`src/rtl/vending_ctrl_multi_pkg.sv`:
```
// Shared types and default widths for the multi-product vending controller.
package vending_ctrl_multi_pkg;

  localparam int unsigned COIN_W_DEF     = 5;
  localparam int unsigned CRED_W_DEF     = 7;
  localparam int unsigned N_PROD_DEF     = 4;
  localparam int unsigned SEL_W_DEF      = 2;
  localparam int unsigned STOCK_W_DEF    = 4;
  localparam int unsigned STOCK_INIT_DEF = 8;

  // Controller states, 3-bit encoding
  typedef enum logic [2:0] {
    ST_IDLE   = 3'd0,
    ST_CHECK  = 3'd1,
    ST_VEND   = 3'd2,
    ST_CHANGE = 3'd3
  } state_e;

  // Operations on the credit accumulator
  typedef enum logic [1:0] {
    ACC_HOLD = 2'd0,
    ACC_ADD  = 2'd1,
    ACC_SUB  = 2'd2,
    ACC_CLR  = 2'd3
  } acc_op_e;

endpackage

```
`src/rtl/vending_ctrl_multi_credit_acc.sv`:
```
// Credit accumulator: add with overflow refusal, subtract, clear.
module vending_ctrl_multi_credit_acc
  import vending_ctrl_multi_pkg::*;
#(
  parameter int unsigned COIN_W = COIN_W_DEF,
  parameter int unsigned CRED_W = CRED_W_DEF
) (
  input  logic              clk,
  input  logic              reset,
  input  acc_op_e           op,
  input  logic [COIN_W-1:0] add_val,
  input  logic [CRED_W-1:0] sub_val,
  output logic [CRED_W-1:0] credit,
  output logic              ovf_c
);

  logic [CRED_W:0] sum_c;

  // One extra bit on the sum exposes overflow of the credit range
  assign sum_c = {1'b0, credit} + (CRED_W+1)'(add_val);
  assign ovf_c = sum_c[CRED_W];

  // Credit register; an overflowing add leaves it untouched
  always_ff @(posedge clk or negedge reset) begin
    if (!reset) begin
      credit <= '0;
    end else begin
      case (op)
        ACC_ADD: if (!sum_c[CRED_W]) credit <= sum_c[CRED_W-1:0];
        ACC_SUB: credit <= credit - sub_val;
        ACC_CLR: credit <= '0;
        default: credit <= credit;
      endcase
    end
  end

endmodule

```
`src/rtl/vending_ctrl_multi.sv`:
```
// Multi-product vending controller with per-product price and stock.
// Optional feature macro VEND_CHANGE_EN: return leftover credit via the
// change_valid/change_ready handshake after each vend.
module vending_ctrl_multi
  import vending_ctrl_multi_pkg::*;
#(
  parameter int unsigned COIN_W     = COIN_W_DEF,
  parameter int unsigned CRED_W     = CRED_W_DEF,
  parameter int unsigned N_PROD     = N_PROD_DEF,
  parameter int unsigned SEL_W      = SEL_W_DEF,
  parameter int unsigned STOCK_W    = STOCK_W_DEF,
  parameter int unsigned STOCK_INIT = STOCK_INIT_DEF
) (
  input  logic                     clk,
  input  logic                     reset,
  input  logic                     coin_valid,
  input  logic [COIN_W-1:0]        coin_value,
  output logic                     coin_ready,
  output logic                     coin_reject,
  input  logic                     buy_req,
  input  logic [SEL_W-1:0]         buy_sel,
  input  logic [N_PROD*CRED_W-1:0] price,
  output logic                     buy_ack,
  output logic                     vend,
  output logic [SEL_W-1:0]         vend_sel,
  output logic                     no_funds,
  output logic                     sold_out,
  output logic [CRED_W-1:0]        credit,
  output logic                     change_valid,
  output logic [CRED_W-1:0]        change_value,
  input  logic                     change_ready
);

  state_e              state_q;
  state_e              state_d;
  logic [SEL_W-1:0]    sel_q;
  logic [CRED_W-1:0]   price_q;
  logic [STOCK_W-1:0]  stock_q [N_PROD];
  logic [CRED_W-1:0]   price_tab [N_PROD];
  acc_op_e             acc_op;
  logic                acc_ovf_c;
  logic                latch;
  logic                stock_dec;
  logic                coin_reject_d;
  logic                buy_ack_d;
  logic                vend_d;
  logic                no_funds_d;
  logic                sold_out_d;

  // Unpack the flat price bus into a table
  for (genvar g = 0; g < int'(N_PROD); g++) begin : g_price
    assign price_tab[g] = price[g*CRED_W +: CRED_W];
  end

  vending_ctrl_multi_credit_acc #(
    .COIN_W (COIN_W),
    .CRED_W (CRED_W)
  ) u_credit_acc (
    .clk     (clk),
    .reset   (reset),
    .op      (acc_op),
    .add_val (coin_value),
    .sub_val (price_q),
    .credit  (credit),
    .ovf_c   (acc_ovf_c)
  );

  // State register
  always_ff @(posedge clk or negedge reset) begin
    if (!reset) state_q <= ST_IDLE;
    else        state_q <= state_d;
  end

  // Next state and per-cycle actions
  always_comb begin
    state_d       = state_q;
    acc_op        = ACC_HOLD;
    latch         = 1'b0;
    stock_dec     = 1'b0;
    coin_reject_d = 1'b0;
    buy_ack_d     = 1'b0;
    vend_d        = 1'b0;
    no_funds_d    = 1'b0;
    sold_out_d    = 1'b0;
    case (state_q)
      ST_IDLE: begin
        // Coin wins; a request still held during its own ack cycle is not a new one
        if (coin_valid) begin
          if (acc_ovf_c) coin_reject_d = 1'b1;
          else           acc_op        = ACC_ADD;
        end else if (buy_req && !buy_ack) begin
          latch   = 1'b1;
          state_d = ST_CHECK;
        end
      end
      ST_CHECK: begin
        buy_ack_d = 1'b1;
        if (stock_q[sel_q] == '0) begin
          sold_out_d = 1'b1;
          state_d    = ST_IDLE;
        end else if (credit < price_q) begin
          no_funds_d = 1'b1;
          state_d    = ST_IDLE;
        end else begin
          acc_op    = ACC_SUB;
          stock_dec = 1'b1;
          vend_d    = 1'b1;
          state_d   = ST_VEND;
        end
      end
      ST_VEND: begin
`ifdef VEND_CHANGE_EN
        state_d = (credit != '0) ? ST_CHANGE : ST_IDLE;
`else
        state_d = ST_IDLE;
`endif
      end
      ST_CHANGE: begin
`ifdef VEND_CHANGE_EN
        if (change_ready) begin
          acc_op  = ACC_CLR;
          state_d = ST_IDLE;
        end
`else
        state_d = ST_IDLE;
`endif
      end
      default: state_d = ST_IDLE;
    endcase
  end

  // Purchase context captured when a request is taken
  always_ff @(posedge clk or negedge reset) begin
    if (!reset) begin
      sel_q   <= '0;
      price_q <= '0;
    end else if (latch) begin
      sel_q   <= buy_sel;
      price_q <= price_tab[buy_sel];
    end
  end

  // Stock counters; decrement only happens on a vend, so zero is sticky
  always_ff @(posedge clk or negedge reset) begin
    if (!reset) begin
      for (int i = 0; i < int'(N_PROD); i++) stock_q[i] <= STOCK_W'(STOCK_INIT);
    end else if (stock_dec) begin
      stock_q[sel_q] <= stock_q[sel_q] - STOCK_W'(1);
    end
  end

  // Registered handshake and result outputs
  always_ff @(posedge clk or negedge reset) begin
    if (!reset) begin
      coin_ready  <= 1'b1;
      coin_reject <= 1'b0;
      buy_ack     <= 1'b0;
      vend        <= 1'b0;
      vend_sel    <= '0;
      no_funds    <= 1'b0;
      sold_out    <= 1'b0;
    end else begin
      coin_ready  <= (state_d == ST_IDLE);
      coin_reject <= coin_reject_d;
      buy_ack     <= buy_ack_d;
      vend        <= vend_d;
      no_funds    <= no_funds_d;
      sold_out    <= sold_out_d;
      if (vend_d) vend_sel <= sel_q;
    end
  end

`ifdef VEND_CHANGE_EN
  // Change offer mirrors the CHANGE state; credit is stable while offered
  always_ff @(posedge clk or negedge reset) begin
    if (!reset) begin
      change_valid <= 1'b0;
      change_value <= '0;
    end else begin
      change_valid <= (state_d == ST_CHANGE);
      change_value <= (state_d == ST_CHANGE) ? credit : '0;
    end
  end
`else
  logic unused_change_ready;
  assign unused_change_ready = change_ready;
  assign change_valid        = 1'b0;
  assign change_value        = '0;
`endif

endmodule
```
`config.mk`:
```
export PLATFORM = sky130hd
export DESIGN_NAME = vending_ctrl_multi
export DESIGN_NICKNAME = d
export VERILOG_FILES = /design/src/rtl/vending_ctrl_multi_pkg.sv /design/src/rtl/vending_ctrl_multi_credit_acc.sv /design/src/rtl/vending_ctrl_multi.sv
export SDC_FILE = /design/constraint.sdc
export NUM_CORES = 1
export LEC_CHECK = 0
export CAP_MARGIN = 0
export CORE_UTILIZATION = 45
export CTS_CLUSTER_SIZE = 12
export DETAILED_ROUTE_END_ITERATION = 7
export GPL_ROUTABILITY_DRIVEN = 0
export PLACE_DENSITY = 0.73
export RECOVER_POWER = 25
export SYNTH_ARGS = -nofsm -noshare
export SYNTH_HDL_FRONTEND = slang
export SYNTH_HIERARCHICAL = 1
export SYNTH_SLANG_ARGS = --single-unit
```
`constraint.sdc`:
```
create_clock -name clk -period 2.64 [get_ports clk]
set_input_delay 0.528 -clock clk [delete_from_list [all_inputs] [get_ports clk]]
set_output_delay 0.528 -clock clk [all_outputs]
set_load 0.02 [all_outputs]
```
==> results.ini <==
[setup_path]
arrival_ns = 2.78
criticalPathCategory = input port to flop
required_ns = 2.85
crit_path_max_fanout = 5
critPathLaunchType = input port
endpoint_kind = flop

[final_layout]
multiInputGateArea_um2 = 1620
n_antenna_cell = 0
seq_area_um2 = 1080
final_common_cell = clkdlybuf4s50_1
fin_cells = 386
layout-drive-gt1-share_pct = 25.7
nets = 370
syn2layout_area_growth_pct = 31.8
final_cell_mix = 52 x clkdlybuf4s50_1, 37 x dfrtp_1, 22 x buf_4, 19 x inv_1, 17 x ha_1
n_fill_cell = 493

[die]
fp.dieW_um = 80.9
die_area_um2 = 6540
placeableCoreArea_um2 = 5960
rows = 28
ios = 63
initial_core_util_pct = 47.0
die_y_um = 80.9

[pwr]
p_per_area_nw_per_um2 = 801
vdd_drop_max_v = 0.000440
power.leakage_nw = 1.66
totalPowerFinal_mw = 2.96

[drt]
wl_per_cell_um = 14.2
drt_wl_total_um = 5490
route.detailed.drc = 0
vias = 1989
dr.pass1.iters = 6
drt_iter0_markers = 51
antenna_left = 0
routed_via_density = 5.15

[global_route]
grt_usage_pct = 19.2
antenna_found_initial = 0
grt_overflow = 0
grt_pass1_vias = 2031
grt_pass1_wl_um = 9390
grt_max_degree = 44

[clock_network]
clock_tree.htree_level_count = 2
clkTransAtPathRegs_ns = 0.08
root_buffer = clkbuf_8
cts_num_sinks = 43
clockBufferDepth = 2
ctsHoldBuffers = 0
numCtsBuffers = 5
worstSkewPairLatency_ns = 0.30
cts_tree = done

[placed_design]
port_buffers = 53
dp_hpwl_um = 4290
dp_slack_ns = -0.246
place_inst = 378

[logic_synthesis]
yosys.area.top_type = dfrtp_1
synth_seq_cells = 43
yosysUniqueCellTypes = 54
syn_inst = 234
synth_edf_count = 0
yosys-top-cells-area = dfrtp_1 34%, ha_1 8.0%, mux4_2 8.0%
ys_warn_count = 6
ys_async_sr_fraction_pct = 100
synth_top_area_share_pct = 33.9
yosysSeqAreaShare_pct = 38.6
netlist_area_um2 = 2800
avgSynthCellArea_um2 = 12.0
synth_ff_type = dfrtp_1

[sta]
skew_ns = 0.00925
setup_viol = 0
relSlewSlack_pct = 38.1
period_share_pct = 97.1
finalCriticalPeriod_ns = 2.56
worst_pin_slew_ns = 0.929
max_freq_mhz = 390
maxSlewViolCount = 0
setup_ws_ns = 0.0767
rsz0062_at_grt = no
final-hold-violation-count = 0

[outcome]
outcome = complete, no violations

[job]
maxCapViolCount = 0

[worst_hold_path]
hold_path.class = input port to async pin

[synthesized netlist by cell type, types with 3 or more instances]
master,number
a21oi_1,5
nand2b_1,3
o22ai_1,5
mux4_2,10
dfstp_2,5
mux2_1,8
a211oi_1,3
mux2i_1,9
o21ai_0,3
nand3b_1,3
xor2_1,5
inv_1,20
nor2_1,17
nand2_1,7
and3_1,3
dfrtp_1,38
buf_4,8
mux2_4,7
nand3_1,4
xnor2_1,3
clkbuf_1,4
ha_1,18
mux2_2,10
[registers in the layout, summed over array words and instances, names as in the netlist]
signal               flops
u_credit_acc/credit      7
sel_q                    2
coin_reject              1
state_q                  3
buy_ack                  1
stock_q                 16
price_q                  7
no_funds                 1
sold_out                 1
vend_sel                 2
coin_ready               1
vend                     1
[critical path, stage by stage]
cell             delay, ns
clkdlybuf4s50_1       0.42
ha_1                  0.29
a211oi_2              0.07
o31a_1                0.33
nor2_2                0.14
nor2_1                0.08
buf_4                 0.16
nand2b_1              0.18
or3_1                 0.40
a2bb2oi_1             0.18
[cell families after synthesis]
| group | synth area share, % |
|---|---|
| multiplexers | 22.2 |
| flip-flops | 38.6 |
| AND/OR/NAND/NOR | 13.8 |
| other | 0.134 |
| adder cells (fa/ha/maj) | 9.47 |
| buffers and inverters | 5.94 |
| XOR/XNOR | 2.50 |
| AO/OA/AOI/OAI | 7.24 |
[stage by stage]
stage               area (µm²)  setup TNS, ns  hold slack (ns)  util, %
global placement          3550         -0.369            0.468     59.6
global route              3690              0            0.444     62.0
finish                    3690              0            0.374     62.0
detailed placement        3550         -0.808            0.474     59.6
floorplan                 2870              0            0.232        -
CTS                       3680              0            0.397     61.8
[power breakdown]
part           total, mW  internal, mW  switching, mW
clock network      0.601         0.378          0.223
logic               1.48         0.729          0.748
registers          0.882         0.753          0.129
total               2.96          1.86           1.10
[worst paths after layout]
kind	slack [ns]	cells after the start	start	endpoint
worst min-delay path	0.37	1	reset	stock_q[12]
worst max-delay path	0.08	10	coin_value[1]	u_credit_acc/credit[3]
min in group clk	0.47	1	state_q[1]	sold_out
max in group asynchronous	1.63	1	reset	sel_q[1]
worst max register to register	0.17	10	sel_q[0]	u_credit_acc/credit[5]
worst min register to register	0.47	1	state_q[1]	sold_out
[timing repair]
item,4_1_cts,5_1_grt
buffers inserted,0,0
endpoints found under the setup margin,0,3
gates resized for setup,0,4
[cell type report]
type                    instances  area share [%]
repair buffers                 75            18.7
clock inverters                 2            1.63
flip-flops and latches         43            29.3
inverters                      20            2.03
multi-input cells             165            43.8
well taps                      75            2.54
clock buffers                   6            1.97
[metal layers]
layer | GRT usage, % | routed length, µm
met1 | 24.4 | 2520
met4 | 6.43 | 64
met3 | 4.38 | 181
met2 | 32.3 | 2720
met5 | 0 | 0
Power figures use the tool's default switching activity.
